==> src/rtl/text_cell_arbiter.sv <==
// rtl/text_cell_arbiter.sv - single-port text cell RAM arbiter for video, host FIFO and fill engine
//
// Purpose: shares one single-port cell RAM among video fetch (always wins),
// a FIFO-buffered host read/write port, and a whole-array fill engine.
// Ports:
//   i_clk, i_rst                 clock, synchronous active-high reset
//   i_vid_req/addr               video read request; o_vid_valid/data one cycle later
//   i_host_valid/o_host_ready    host request handshake (we/addr/wdata)
//   o_host_rvalid/rdata          host read return, one cycle after issue
//   i_fill_start/value           fill request; o_fill_busy, o_fill_done status
//   o_ram_en/we/addr/wdata       RAM port, combinational from the grant
//   i_ram_rdata                  RAM read data, one cycle after issue
module text_cell_arbiter #(
  parameter int CELL_COUNT = 5376,
  parameter int ADDR_W     = 13,
  parameter int DATA_W     = 16,
  parameter int FIFO_DEPTH = 4
) (
  input  logic              i_clk,
  input  logic              i_rst,
  input  logic              i_vid_req,
  input  logic [ADDR_W-1:0] i_vid_addr,
  output logic              o_vid_valid,
  output logic [DATA_W-1:0] o_vid_data,
  input  logic              i_host_valid,
  output logic              o_host_ready,
  input  logic              i_host_we,
  input  logic [ADDR_W-1:0] i_host_addr,
  input  logic [DATA_W-1:0] i_host_wdata,
  output logic              o_host_rvalid,
  output logic [DATA_W-1:0] o_host_rdata,
  input  logic              i_fill_start,
  input  logic [DATA_W-1:0] i_fill_value,
  output logic              o_fill_busy,
  output logic              o_fill_done,
  output logic              o_ram_en,
  output logic              o_ram_we,
  output logic [ADDR_W-1:0] o_ram_addr,
  output logic [DATA_W-1:0] o_ram_wdata,
  input  logic [DATA_W-1:0] i_ram_rdata
);
  localparam int PTR_W = $clog2(FIFO_DEPTH);
  localparam logic [ADDR_W-1:0] CELLS_A   = ADDR_W'(CELL_COUNT);
  localparam logic [ADDR_W-1:0] LAST_ADDR = ADDR_W'(CELL_COUNT - 1);
  localparam logic [PTR_W:0]    DEPTH_C   = (PTR_W + 1)'(FIFO_DEPTH);

  typedef enum logic [1:0] {S_IDLE, S_DRAIN, S_FILL, S_DONE} state_t;
  typedef enum logic [1:0] {TAG_NONE, TAG_VID, TAG_HOST} tag_t;

  state_t            state;
  logic [ADDR_W-1:0] fill_cnt;
  logic [DATA_W-1:0] fill_val;

  logic              fifo_we    [FIFO_DEPTH];
  logic [ADDR_W-1:0] fifo_addr  [FIFO_DEPTH];
  logic [DATA_W-1:0] fifo_wdata [FIFO_DEPTH];
  logic [PTR_W-1:0]  wr_ptr, rd_ptr;
  logic [PTR_W:0]    count;

  // Tag of the read issued last cycle; rd_oob marks a dropped out-of-range
  // read whose consumer must see 0 instead of the stale RAM output.
  tag_t              rd_tag;
  logic              rd_oob;

  logic fifo_empty, fifo_full, push, pop, vid_go, fill_go;
  logic vid_in_range, head_in_range;

  assign fifo_empty    = (count == '0);
  assign fifo_full     = (count == DEPTH_C);
  assign vid_in_range  = (i_vid_addr < CELLS_A);
  assign head_in_range = (fifo_addr[rd_ptr] < CELLS_A);

  // Grants are suppressed during reset so every output reads 0 then.
  assign o_host_ready = !i_rst && !fifo_full && (state == S_IDLE);
  assign push         = i_host_valid && o_host_ready;
  assign vid_go       = !i_rst && i_vid_req;
  assign fill_go      = !i_rst && !i_vid_req && (state == S_FILL);
  assign pop          = !i_rst && !i_vid_req && (state != S_FILL) && !fifo_empty;

  always_comb begin
    o_ram_en    = 1'b0;
    o_ram_we    = 1'b0;
    o_ram_addr  = '0;
    o_ram_wdata = '0;
    if (vid_go) begin
      if (vid_in_range) begin
        o_ram_en   = 1'b1;
        o_ram_addr = i_vid_addr;
      end
    end else if (fill_go) begin
      o_ram_en    = 1'b1;
      o_ram_we    = 1'b1;
      o_ram_addr  = fill_cnt;
      o_ram_wdata = fill_val;
    end else if (pop && head_in_range) begin
      o_ram_en    = 1'b1;
      o_ram_we    = fifo_we[rd_ptr];
      o_ram_addr  = fifo_addr[rd_ptr];
      o_ram_wdata = fifo_we[rd_ptr] ? fifo_wdata[rd_ptr] : '0;
    end
  end

  always_ff @(posedge i_clk) begin
    if (push) begin
      fifo_we[wr_ptr]    <= i_host_we;
      fifo_addr[wr_ptr]  <= i_host_addr;
      fifo_wdata[wr_ptr] <= i_host_wdata;
    end
  end

  always_ff @(posedge i_clk) begin
    if (i_rst) begin
      wr_ptr <= '0;
      rd_ptr <= '0;
      count  <= '0;
    end else begin
      if (push) wr_ptr <= wr_ptr + 1'b1;
      if (pop)  rd_ptr <= rd_ptr + 1'b1;
      case ({push, pop})
        2'b10:   count <= count + 1'b1;
        2'b01:   count <= count - 1'b1;
        default: ;
      endcase
    end
  end

  always_ff @(posedge i_clk) begin
    if (i_rst) begin
      rd_tag <= TAG_NONE;
      rd_oob <= 1'b0;
    end else if (vid_go) begin
      rd_tag <= TAG_VID;
      rd_oob <= !vid_in_range;
    end else if (pop && !fifo_we[rd_ptr]) begin
      rd_tag <= TAG_HOST;
      rd_oob <= !head_in_range;
    end else begin
      rd_tag <= TAG_NONE;
      rd_oob <= 1'b0;
    end
  end

  assign o_vid_valid   = (rd_tag == TAG_VID);
  assign o_vid_data    = (o_vid_valid && !rd_oob) ? i_ram_rdata : '0;
  assign o_host_rvalid = (rd_tag == TAG_HOST);
  assign o_host_rdata  = (o_host_rvalid && !rd_oob) ? i_ram_rdata : '0;

  always_ff @(posedge i_clk) begin
    if (i_rst) begin
      state       <= S_IDLE;
      fill_cnt    <= '0;
      fill_val    <= '0;
      o_fill_busy <= 1'b0;
      o_fill_done <= 1'b0;
    end else begin
      o_fill_done <= 1'b0;
      case (state)
        S_IDLE: begin
          if (i_fill_start) begin
            fill_val    <= i_fill_value;
            o_fill_busy <= 1'b1;
            // A same-cycle push still has to drain ahead of the fill.
            state       <= (fifo_empty && !push) ? S_FILL : S_DRAIN;
          end
        end
        S_DRAIN: begin
          if (fifo_empty) state <= S_FILL;
        end
        S_FILL: begin
          if (fill_go) begin
            if (fill_cnt == LAST_ADDR) begin
              fill_cnt    <= '0;
              state       <= S_DONE;
              o_fill_busy <= 1'b0;
              o_fill_done <= 1'b1;
            end else begin
              fill_cnt <= fill_cnt + 1'b1;
            end
          end
        end
        S_DONE: state <= S_IDLE;
        default: state <= S_IDLE;
      endcase
    end
  end
endmodule

==> config.mk <==
export PLATFORM = sky130hd
export DESIGN_NAME = text_cell_arbiter
export DESIGN_NICKNAME = d
export VERILOG_FILES = /design/src/rtl/text_cell_arbiter.sv
export SDC_FILE = /design/constraint.sdc
export NUM_CORES = 1
export LEC_CHECK = 0
export CORE_MARGIN = 2
export CORE_UTILIZATION = 25
export CTS_BUF_LIST = sky130_fd_sc_hd__clkbuf_8
export CTS_CLUSTER_SIZE = 20
export DETAILED_ROUTE_END_ITERATION = 12
export SKIP_CTS_REPAIR_TIMING = 1
export SYNTH_ARGS = -nofsm -noshare
export SYNTH_HDL_FRONTEND = slang
export SYNTH_SLANG_ARGS = --single-unit
export TNS_END_PERCENT = 10
==> constraint.sdc <==
create_clock -name i_clk -period 3.6 [get_ports i_clk]
set_input_delay 0.9 -clock i_clk [delete_from_list [all_inputs] [get_ports i_clk]]
set_output_delay 0.9 -clock i_clk [all_outputs]
set_load 0.005 [all_outputs]
==> summary.md, run 1 <==
| Metric | Value |
|---|---|
| Status | complete, but fails checks |
| Failing checks | negative setup slack |
| Final estimated routing congestion in global placement | 0.820 |
| Crit Path Category | flop to primary output |
| Area of the multi-input gates | 2390 µm² |
| Final hold vios | 0 |
| Synth warnings | 0 |
| Reg area | 4510 µm² |
| EDFF count, synth | 120 |
| Final setup margin | -201 ps |
| Post-synthesis sequential area ratio | 0.642 |
| Final Max Slew Viols | 0 |
| Sw frac | 0.276 |
| Overall power | 4.43 mW |
| CP startpoint kind | flop |
| Starting Density | 0.253 |
| Die area | 29400 µm² |
| First-pass GRT wire length | 26.6 mm |
| Crit path DAT | 2900 ps |
| Distinct cells, synth | 43 |
| Post-route DRC | 0 |
| WL final | 18.2 mm |
| Gate power share | 0.215 |
| CTS tree | done |
| Post-synth top area share | 0.514 |
| GRT Overall Usage | 0.123 |
| Reg power frac | 0.502 |
| Syn nets | 595 |
| Setup crit end kind | primary output |
| Via count | 4748 |
| Final-report setup violation count | 6 |
| Leakage | 3.73 nW |
| Antenna violations before repair | 3 |
| Synth Area in Compound Gates | 0.0779 |
| CP bufs+invs | 3 |
| Crit-path max cell delay | 540 ps |
| Hold Crit Start | fill_val[7]$_SDFFE_PP0P_ |
| Number of port buffers | 147 |
| Drt pass-1 iters | 4 |
| Mapped Area | 7020 µm² |
| Flops & latches, synth | 165 |
| Crit path max fanout | 15 |
| Mapped Cells | 504 |
| Family with the most delay on the worst path | buffers and inverters |
| Power Density | 452 nW/µm² |
| Inserted Clock Buffers | 17 |
| HPWL after DPL | 13.4 mm |
| Commonest non-fill, non-tap cell in the layout | edfxtp_1 |
| Layout cells sized above 1 | 0.174 |
| Area Overhead vs Synth | 39.6% |
| Cell area after layout | 9800 µm² |
| Critical Path Slowest Stage Cell | mux4_2 |
| WL/cell | 16.8 µm |
| FMAX | 263 MHz |
| Num rows | 61 |
| Top FF cell, synth | edfxtp_1 |
| CTS root buf | clkbuf_8 |
| Die Y | 172 µm |
| Clk_skew | 6.77 ps |
| Htree depth | 4 |
| Worst Tran Pin Value | 691 ps |
| Slew HR | 0.538 |
| Post-Syn Area per Cell | 13.9 µm² |
| Pre-CTS setup slack | -342 ps |
| Max-Cap Viols | 0 |
| CTS Sinks | 165 |
| Area leader, netlist | edfxtp_1 |
| Largest net degree at the start of global routing | 31 |
| Grt ovf | 0 |
| Simple-gate area share of the yosys netlist | 0.120 |
| Number of vias per cell | 4.37 |
| Clk Latency, worst-skew pair | 440 ps |
| Pint | 3.21 mW |
| Final worst-path cycle share | 1.06 |
| Clk slew on worst S/H paths | 90 ps |
| CP Cell Sequence | buf_6, mux4_2, o21a_1, o21a_4, nor3_4, buf_12, a22o_1, clkdlybuf4s50_1 |
| Clk network pwr share | 0.284 |
| Num ports | 148 |
| Die W | 172 µm |
| Period minus WS final | 3800 ps |
| Peak VDD IR | 0.192 mV |
| Adder-cell share of the synthesized area | 0.0207 |
| Number of fill cells | 2695 |
| Antenna-violating nets left | 0 |
| Top post-synthesis cells by area | edfxtp_1 (51%), dfxtp_1 (13%), mux4_2 (7.4%), and2_1 (3.4%), nand2_1 (3.3%) |
| Core Box Area | 27700 µm² |
| CP required | 2700 ps |
| Asr flop ratio synth | 0 |
| CTS max path bufs | 2 |
| Crit Reg-Reg Startpoint | state[0]$_SDFFE_PP0P_ |
| Largest family of logic cells by synthesized area | simple AND/OR/NAND/NOR gates |
| Mux cell area share after synthesis | 0.100 |
| DR iter-0 viols | 351 |
| NetSw | 1.22 mW |
| XOR/XNOR Fraction of Synth Area | 0.0175 |
| Commonest non-fill, non-tap cells in the layout | edfxtp_1 (120), clkdlybuf4s50_1 (118), nand2_1 (61) |
| Post-DP Area | 9290 µm² |
| RSZ-0062 raised after global routing | yes |
| HP Class | flop to flop |
| Fin nets | 786 |
| Vias in the first global route | 4564 |
metrics by stage:
step                      utilization  TNS (ps)  instances  hold WS, ps
after floorplan                     -         0        504          437
after global placement          0.335     -7650       1052          453
after detailed placement        0.335     -8570       1052          451
after CTS                       0.349     -9510       1084          463
after global routing            0.354     -1520       1087          485
final                           0.354      -665       1087          463
path summary, 6_finish.rpt:
| kind | end | slack (ps) | cells after the start |
|---|---|---|---|
| worst max-delay path | o_ram_wdata[2] | -200 | 8 |
| worst min-delay path | fill_val[7]$_SDFFE_PP0P_ | 460 | 2 |
| worst max register to register | count[2]$_SDFFE_PP0P_ | 1130 | 12 |
| worst min register to register | fill_val[7]$_SDFFE_PP0P_ | 460 | 2 |
worst min-delay path, delay by kind of cell (launching register included):
| family | cells | cell delay [ps] |
|---|---|---|
| and+or+nand+nor | 1 | 50 |
| DFF | 1 | 320 |
| AOI/OAI and AO/OA | 1 | 50 |
state kept, by name, summed over array words and instances, names as in the netlist, named ones only:
signal       flops
fifo_wdata      64
fifo_addr       52
fill_val        16
fill_cnt        13
fifo_we          4
count            3
rd_ptr           2
rd_tag           2
state            2
wr_ptr           2
o_fill_busy      1
o_fill_done      1
rd_oob           1
kinds of logic after synthesis:
group,Yosys count
xor gates and xnor gates,14
DFF,165
AOI/OAI and AO/OA,82
muxes,30
adders and majority gates,11
buffers and inverters,36
and+or+nand+nor,166
cell type report:
type	count	area share
sequential	165	0.460
multi-input combinational	303	0.244
timing repair buffer	194	0.203
tap	378	0.0483
clock buffer	18	0.0253
clock inverter	14	0.0129
inverter	14	0.00536
antenna	1	0.000255
metal layers:
metal / global-route usage / part of all wire
met1: 0.149 / 0.43
met2: 0.201 / 0.49
met3: 0.0354 / 0.061
met4: 0.0575 / 0.024
met5: 0 / 0.0015
cell usage after synthesis (4+ instances only):
cell	instances
a21oi_1	24
a22o_1	7
a22o_2	8
a22oi_1	10
and2_1	38
and3_1	5
clkbuf_1	18
dfxtp_1	45
edfxtp_1	120
ha_1	10
inv_1	14
mux4_1	7
mux4_2	23
nand2_1	62
nand3_1	8
nor2_1	25
nor2b_1	5
nor3_1	4
nor3b_1	4
o21ai_0	17
o31ai_1	4
xnor2_1	6
xor2_1	8
power by group through the flow:
stage	sequential [mW]	clock [mW]	combinational, mW
floorplan	2.25	0	0.507
global placement	2.26	0	0.946
detailed placement	2.27	0	0.951
CTS	2.22	1.29	0.955
global route	2.24	1.37	1.05
finish	2.22	1.26	0.952
Note: power is estimated with default switching activity, not from simulation.
==> run 2: changes to the inputs <==
Settings changed: GPL_ROUTABILITY_DRIVEN set to 0.
==> results of run 2 <==
Same layout as run 1: the final DEF is identical, and so are final timing and power.
